**src/rtl/store_data_demux.sv**
```systemverilog
// Routes one request stream to port A (data memory) or port B (peripheral bridge) by address.
// Define DEMUX_UNMAPPED_ERR_EN to reject unmapped addresses with a timeout_err pulse instead of sending them to port A.
module store_data_demux #(
  parameter logic [31:0] A_LIMIT = 32'h0000_3000,
  parameter logic [31:0] B_BASE  = 32'h0000_7F00,
  parameter logic [31:0] B_TOP   = 32'h0000_7F1F,
  parameter int unsigned TIMEOUT = 16
) (
  input  logic        clk,
  input  logic        reset,
  input  logic        in_valid,
  output logic        in_ready,
  input  logic [31:0] in_addr,
  input  logic [31:0] in_wdata,
  input  logic        in_we,
  output logic        a_valid,
  input  logic        a_ready,
  output logic [31:0] a_addr,
  output logic [31:0] a_wdata,
  output logic        a_we,
  output logic        b_valid,
  input  logic        b_ready,
  output logic [31:0] b_addr,
  output logic [31:0] b_wdata,
  output logic        b_we,
  output logic        busy,
  output logic        timeout_err
);

  typedef enum logic [1:0] {IDLE, SEND_A, SEND_B} state_t;

  localparam logic [7:0] LP_LAST = 8'(TIMEOUT - 1);

  state_t      r_state;
  state_t      w_next;
  logic [7:0]  r_wait;
  logic        r_terr;
  logic [31:0] r_a_addr, r_a_wdata, r_b_addr, r_b_wdata;
  logic        r_a_we, r_b_we;

  logic w_is_a, w_is_b, w_route_a, w_accept, w_sending, w_rdy, w_last, w_abandon, w_reject;

  assign w_is_a    = (in_addr < A_LIMIT);
  assign w_is_b    = !w_is_a && (in_addr >= B_BASE) && (in_addr <= B_TOP);
`ifdef DEMUX_UNMAPPED_ERR_EN
  assign w_route_a = w_is_a;
`else
  assign w_route_a = !w_is_b;
`endif
  assign w_accept  = (r_state == IDLE) && in_valid;
  assign w_reject  = w_accept && !w_route_a && !w_is_b;
  assign w_sending = (r_state == SEND_A) || (r_state == SEND_B);
  assign w_rdy     = (r_state == SEND_A) ? a_ready : b_ready;
  assign w_last    = (r_wait == LP_LAST);
  assign w_abandon = w_sending && !w_rdy && w_last;

  always_ff @(posedge clk or negedge reset) begin
    if (!reset) r_state <= IDLE;
    else        r_state <= w_next;
  end

  always_comb begin
    w_next = r_state;
    case (r_state)
      IDLE: begin
        if (in_valid) begin
          if (w_route_a)   w_next = SEND_A;
          else if (w_is_b) w_next = SEND_B;
        end
      end
      SEND_A, SEND_B: begin
        if (w_rdy || w_last) w_next = IDLE;
      end
      default: w_next = IDLE;
    endcase
  end

  always_comb begin
    in_ready = (r_state == IDLE);
    busy     = (r_state != IDLE);
    a_valid  = (r_state == SEND_A);
    b_valid  = (r_state == SEND_B);
  end

  // Each port keeps its own payload so an idle port holds its last request.
  always_ff @(posedge clk or negedge reset) begin
    if (!reset) begin
      r_wait    <= '0;
      r_terr    <= 1'b0;
      r_a_addr  <= '0;
      r_a_wdata <= '0;
      r_a_we    <= 1'b0;
      r_b_addr  <= '0;
      r_b_wdata <= '0;
      r_b_we    <= 1'b0;
    end else begin
      r_terr <= w_abandon || w_reject;
      if (w_accept) begin
        r_wait <= '0;
      end else if (w_sending && !w_rdy && !w_last && (r_wait != '1)) begin
        r_wait <= r_wait + 8'd1;
      end
      if (w_accept && w_route_a) begin
        r_a_addr  <= in_addr;
        r_a_wdata <= in_wdata;
        r_a_we    <= in_we;
      end
      if (w_accept && w_is_b) begin
        r_b_addr  <= in_addr;
        r_b_wdata <= in_wdata;
        r_b_we    <= in_we;
      end
    end
  end

  assign a_addr      = r_a_addr;
  assign a_wdata     = r_a_wdata;
  assign a_we        = r_a_we;
  assign b_addr      = r_b_addr;
  assign b_wdata     = r_b_wdata;
  assign b_we        = r_b_we;
  assign timeout_err = r_terr;

endmodule

```
**config.mk**
```make
export PLATFORM = sky130hd
export DESIGN_NAME = store_data_demux
export DESIGN_NICKNAME = d
export VERILOG_FILES = /design/src/rtl/store_data_demux.sv
export SDC_FILE = /design/constraint.sdc
export NUM_CORES = 1
export LEC_CHECK = 0
export ABC_AREA = 0
export BUFFER_PORTS_ARGS = -buffer_cell sky130_fd_sc_hd__buf_2
export CORE_MARGIN = 2
export CORE_UTILIZATION = 44
export CTS_CLUSTER_SIZE = 16
export DETAILED_ROUTE_END_ITERATION = 6
export GPL_TIMING_DRIVEN = 0
export HOLD_SLACK_MARGIN = 0.08
export PLACE_DENSITY = 0.87
export SETUP_SLACK_MARGIN = 0.02
export SLEW_MARGIN = 5
export SYNTH_ARGS = -nofsm -noshare
export SYNTH_HDL_FRONTEND = slang
export SYNTH_SLANG_ARGS = --single-unit
```
**constraint.sdc**
```tcl
create_clock -name clk -period 2.26 [get_ports clk]
set_clock_uncertainty 0.2 [all_clocks]
set_input_delay 0.452 -clock clk [delete_from_list [all_inputs] [get_ports clk]]
set_output_delay 0.452 -clock clk [all_outputs]
set_load 0.05 [all_outputs]
```
Word-level counts from Yosys, hierarchy flattened
Index checks and enable logic that the tools add are counted.
{"block": "totals", "in_bits": 70, "ff_bits": 141, "wordCells": 48}
{"block": "classes", "reduce_logical": 22, "eq_ne": 6, "n_addsub": 1, "order_cmp": 3, "n_mux": 7}
{"cell": ">= comparator 32 x 15 -> 1 bit (second input constant)", "n": 1}
{"cell": "less-or-equal comparator 32 x 15 -> 1 bit (second input constant)", "n": 1}
{"cell": "less-than comparator 32 x 14 -> 1 bit (second input constant)", "n": 1}
{"cell": "2-to-1 mux 8 bit", "n": 2}
{"cell": "logical AND 1 bit", "n": 10}
{"cell": "adder 8 x 1 -> 8 bit (second input constant)", "n": 1}
{"cell": "== test 8 x 4 -> 1 bit (second input constant)", "n": 1}
{"cell": "!= test 8 bit (second input constant)", "n": 1}
{"cell": "2-to-1 mux 2 bit", "n": 3}
{"cell": "logical NOT 1 bit", "n": 4}
{"cell": "!= test 2 bit (second input constant)", "n": 2}
{"cell": "one-hot mux 2 bit (2 select lines)", "n": 1}
{"cell": "nonzero test 2 bit", "n": 2}
{"cell": "logical OR 1 bit", "n": 3}
{"cell": "== test 2 x 1 -> 1 bit (second input constant)", "n": 1}
{"cell": "== test 2 bit (second input constant)", "n": 1}
{"cell": "logical NOT 2 bit", "n": 1}
{"cell": "AND reduction 2 bit", "n": 1}
{"cell": "OR reduction 2 bit", "n": 1}
{"cell": "2-to-1 mux 1 bit", "n": 1}

Longest topological paths before layout
{"block": "depth", "depth_word": 8, "mapped_depth": 9, "mapped_depth_nobuf": 6}

Worst setup path after synthesis
No wires, ideal clock.
{"block": "synth_timing", "path_kind": "reg-to-reg", "startpoint": "register r_state[0]", "endpoint": "register r_b_addr[0], in the netlist b_addr[0]", "required_time_ns": 1.933, "t_arrival_ns": 2.315, "synth_period_minus_slack_ns": 2.642, "setup_time_ns": 0.127, "path_stages_with_launch": 10, "slack_ns": -0.382, "cell_sequence": "dfrtp_1 -> inv_1 -> ha_1 -> and2_1 -> clkbuf_1 -> and3_1 -> and3_1 -> buf_6 -> buf_6 -> mux2_1"}
{"block": "synth_via", "elab_chain_len": 3}
{"element": "from (decl)", "line": "34", "rtl": "state_t r_state;"}
{"element": "from (signal assigned)", "line": "59", "rtl": "else r_state <= w_next;"}
{"element": "logical NOT 2 bit"}
{"element": "named net in_ready", "line": "12", "rtl": "output logic in_ready,"}
{"element": "logical AND 1 bit", "line": "50", "rtl": "assign w_accept = (r_state == IDLE) && in_valid;"}
{"element": "logical AND 1 bit", "line": "108", "rtl": "if (w_accept && w_is_b) begin"}
{"element": "to (signal assigned)", "line": "109", "rtl": "r_b_addr <= in_addr;"}
{"element": "to (decl)", "line": "38", "rtl": "logic [31:0] r_a_addr, r_a_wdata, r_b_addr, r_b_wdata;"}
The timed path passes the listed nets, and every way through them passes these cells.
A chain may end at the register's enable or synchronous reset.

Worst setup path after layout
{"block": "layout_timing", "startpoint": "register r_state[0]", "endpoint": "register r_b_wdata[19], in the netlist b_wdata[19]"}
{"block": "layout_via", "elab_chain_len": 3}
{"element": "logical NOT 2 bit", "line": "50"}
{"element": "logical AND 1 bit", "line": "50"}
{"element": "logical AND 1 bit", "line": "108"}
{"element": "to (signal assigned)", "line": "110", "rtl": "r_b_wdata <= in_wdata;"}
{"element": "to (decl)", "line": "38"}
Every way passes these cells.

==> results.toml <==
[run_status]
status = "completed"

[cts]
cts.clk_slew.worst_paths_ps = 60
cts-root-buf = "clkbuf_16"
clk_latency_ps = 410
cts_buffer_depth = 2
cts-htree-levels = 4
clock-sinks = 141
numCtsBuffers = 17
cts_tree = "built"

[worst_setup_path]
cp_top_family = "simple AND/OR/NAND/NOR gates"
crit_top_cell = "buf_12"
required_ps = 2350
max_stage_delay_ps = 410
cp_cell_sequence = "inv_2, ha_4, and2_4, clkbuf_8, and3_1, and3_4, buf_12, buf_12, mux2_1"
cp_data_arrival_time_ps = 2290
endpoint_kind = "flip-flop"
critical_path_class = "flip-flop to flip-flop"
worst-path-max-fanout = 10
cp_num_buf_inv = 4
critPathLaunchType = "flip-flop"
slowest_stage = "dfrtp_1"

[sta]
worst_slew_pin_slew_ps = 674
setup_slack_ps = 58.6
rsz0062_at_grt = "true"
final-hold-violation-count = 0
slew_headroom = 0.551
slew_viol_final = 0
hold_ws_ps = 93.7
fin_crit_ps = 2200
fin_crit_sh = 0.974
timing.fmax_mhz = 454
tns_ps = 0
finalSetupViolations = 0

[routing]
routedWlPerCell_um = 17.8
route.detailed.drc = 0
drt_first_pass_iters = 4
antenna_left = 0
finalWirelength_mm = 14.7
drt_iter0_drc = 126
vias = 4088
viasPerCell = 4.97

[floorplan]
dieArea_mm2 = 0.0133
core_mm2 = 0.0121
fp-row-count = 40
fp.dieW_um = 115
die_y_um = 115
start_util = 0.453
io_pins = 205

[final_layout]
layout.nets = 717
regArea_mm2 = 0.00353
area_growth_syn_to_layout_pct = 47.9
instances_no_fill = 823
layout_commonest_cell = "buf_2"
mostFrequentLayoutCells = "buf_2 (206), dfrtp_1 (141), mux2_1 (91)"
final_layout_size_suffix_gt1_frac = 0.429
multi_input_area_mm2 = 0.00186
num-fill-cells = 802
antenna_cells = 0
post-route-cell-area_mm2 = 0.00808

[placed_design]
hpwl_mm = 9.40
post-place-cells = 730
dp_slack_ps = -433
place_congestion = 0.762
port-buffer-count = 204
place_area_mm2 = 0.00677

[grt]
antenna_found_initial = 0
gr-total-overflow = 0
grt_pass1_wl_mm = 22.8
grt_max_degree = 72
grt_usage = 0.226
first_global_vias = 4481

[worst_hold_path]
hold_path_class = "input pin to flip-flop"

[synth]
syn_avg_cell_area_um2 = 15.3
synth-seq-cells = 141
syn_nets = 431
netlist_area_mm2 = 0.00546
synthCells = 357
ys.warnings.count = 0
seq_area_frac_synth = 0.646
yosys.cell_types.count = 39

[pwr]
p_per_area_mw_per_mm2 = 1270
ir_drop_uv = 792
total_leakage_power_uw = 0.00420

[flow_run]
drv_cap = 0
==> timing repair <==
| action | 4_1_cts | 5_1_grt |
|---|---|---|
| hold endpoints to repair | 152 | 1 |
| hold buffers | 54 | 1 |
| pin swaps | 0 | 0 |
| resized for setup | 7 | 12 |
| buffers inserted | 5 | 1 |
| cloned | 0 | 1 |
| setup endpoints to repair | 20 | 77 |
==> flip-flops by register name, summed over array words and instances, names as in the netlist <==
register,cells
a_addr,32
a_wdata,32
b_addr,32
b_wdata,32
r_wait,8
r_state,2
a_we,1
b_we,1
timeout_err,1
==> synth_stat cells, drive strengths merged <==
| master | n | area share |
|---|---|---|
| a41oi | 2 | 0.0032 |
| a22o | 1 | 0.0016 |
| o22a | 3 | 0.0048 |
| mux2 | 100 | 0.21 |
| mux2i | 2 | 0.0037 |
| o21ai | 3 | 0.0027 |
| nor3 | 3 | 0.0027 |
| a21oi | 6 | 0.0062 |
| inv | 5 | 0.0034 |
| and2 | 2 | 0.0023 |
| a41o | 1 | 0.0018 |
| o211ai | 2 | 0.0037 |
| nor4bb | 1 | 0.0018 |
| nor2b | 20 | 0.023 |
| a31oi | 2 | 0.0023 |
| o31ai | 4 | 0.0055 |
| and3 | 3 | 0.0034 |
| or4 | 6 | 0.0089 |
| or2 | 8 | 0.0092 |
| nand3 | 2 | 0.0018 |
| nand4 | 2 | 0.0023 |
| clkbuf | 1 | 0.00069 |
| nor4 | 1 | 0.0011 |
| and4 | 1 | 0.0016 |
| nor2 | 5 | 0.0048 |
| nand2 | 7 | 0.0048 |
| dfrtp | 141 | 0.65 |
| o2bb2ai | 1 | 0.0016 |
| buf | 14 | 0.024 |
| ha | 4 | 0.0092 |
| nor4b | 3 | 0.0048 |
| or3 | 1 | 0.0011 |
==> path summary, 6_finish.rpt <==
kind / from / end / slack, ps / cells past startpoint
worst min-delay path: in_addr[31] / a_addr[31]$_DFFE_PN0P_ / 90 / 2
worst max-delay path: r_state[0]$_DFFE_PN0P_ / b_wdata[19]$_DFFE_PN0P_ / 60 / 9
min in group asynchronous: reset / b_wdata[15]$_DFFE_PN0P_ / 420 / 2
worst max register to register: r_state[0]$_DFFE_PN0P_ / b_wdata[19]$_DFFE_PN0P_ / 60 / 9
worst min register to register: b_addr[9]$_DFFE_PN0P_ / b_addr[9]$_DFFE_PN0P_ / 260 / 1
max in group asynchronous: reset / r_state[1]$_DFFE_PN0P_ / 660 / 3
==> report_power, final <==
group          internal [µW]  total (µW)  switching [µW]  leakage [µW]
registers               3100        3430             326       0.00182
clock network           1780        2820            1040      0.000298
logic                   1060        3980            2920       0.00208
==> cells by family (layout without fill, tap and decap cells) <==
| kind of cell | count (synthesis) | count (layout) | synth area share |
|---|---|---|---|
| compound gates | 25 | 25 | 0.0334 |
| fa+ha+maj | 4 | 4 | 0.00916 |
| buf+inv | 20 | 318 | 0.0282 |
| flops | 141 | 141 | 0.646 |
| mux | 102 | 102 | 0.210 |
| simple gates | 65 | 65 | 0.0737 |
==> area by class of cell <==
cell class / count / area share
repair buffers: 267 / 0.209
flip-flops and latches: 141 / 0.437
plain buffers: 15 / 0.0217
well taps: 168 / 0.0260
multi-input cells: 196 / 0.230
inverters: 5 / 0.00232
clock inverters: 12 / 0.0180
clock buffers: 19 / 0.0561
==> per-stage QoR <==
stage,utilization,power (µW)
after floorplan,-,6270
after global placement,0.559,7150
after detailed placement,0.561,7280
after CTS,0.662,10200
after global routing,0.670,10600
final,0.670,10200
==> metal layers <==
layer | part of all wire | GRT usage | vias to the layer above
met5 | 0 | 0 | -
met4 | 0.028 | 0.109 | 0
met3 | 0.064 | 0.0669 | 36
met2 | 0.53 | 0.404 | 164
met1 | 0.38 | 0.245 | 2036
li1 | - | - | 1852
Note: power is estimated with default switching activity, not from simulation.
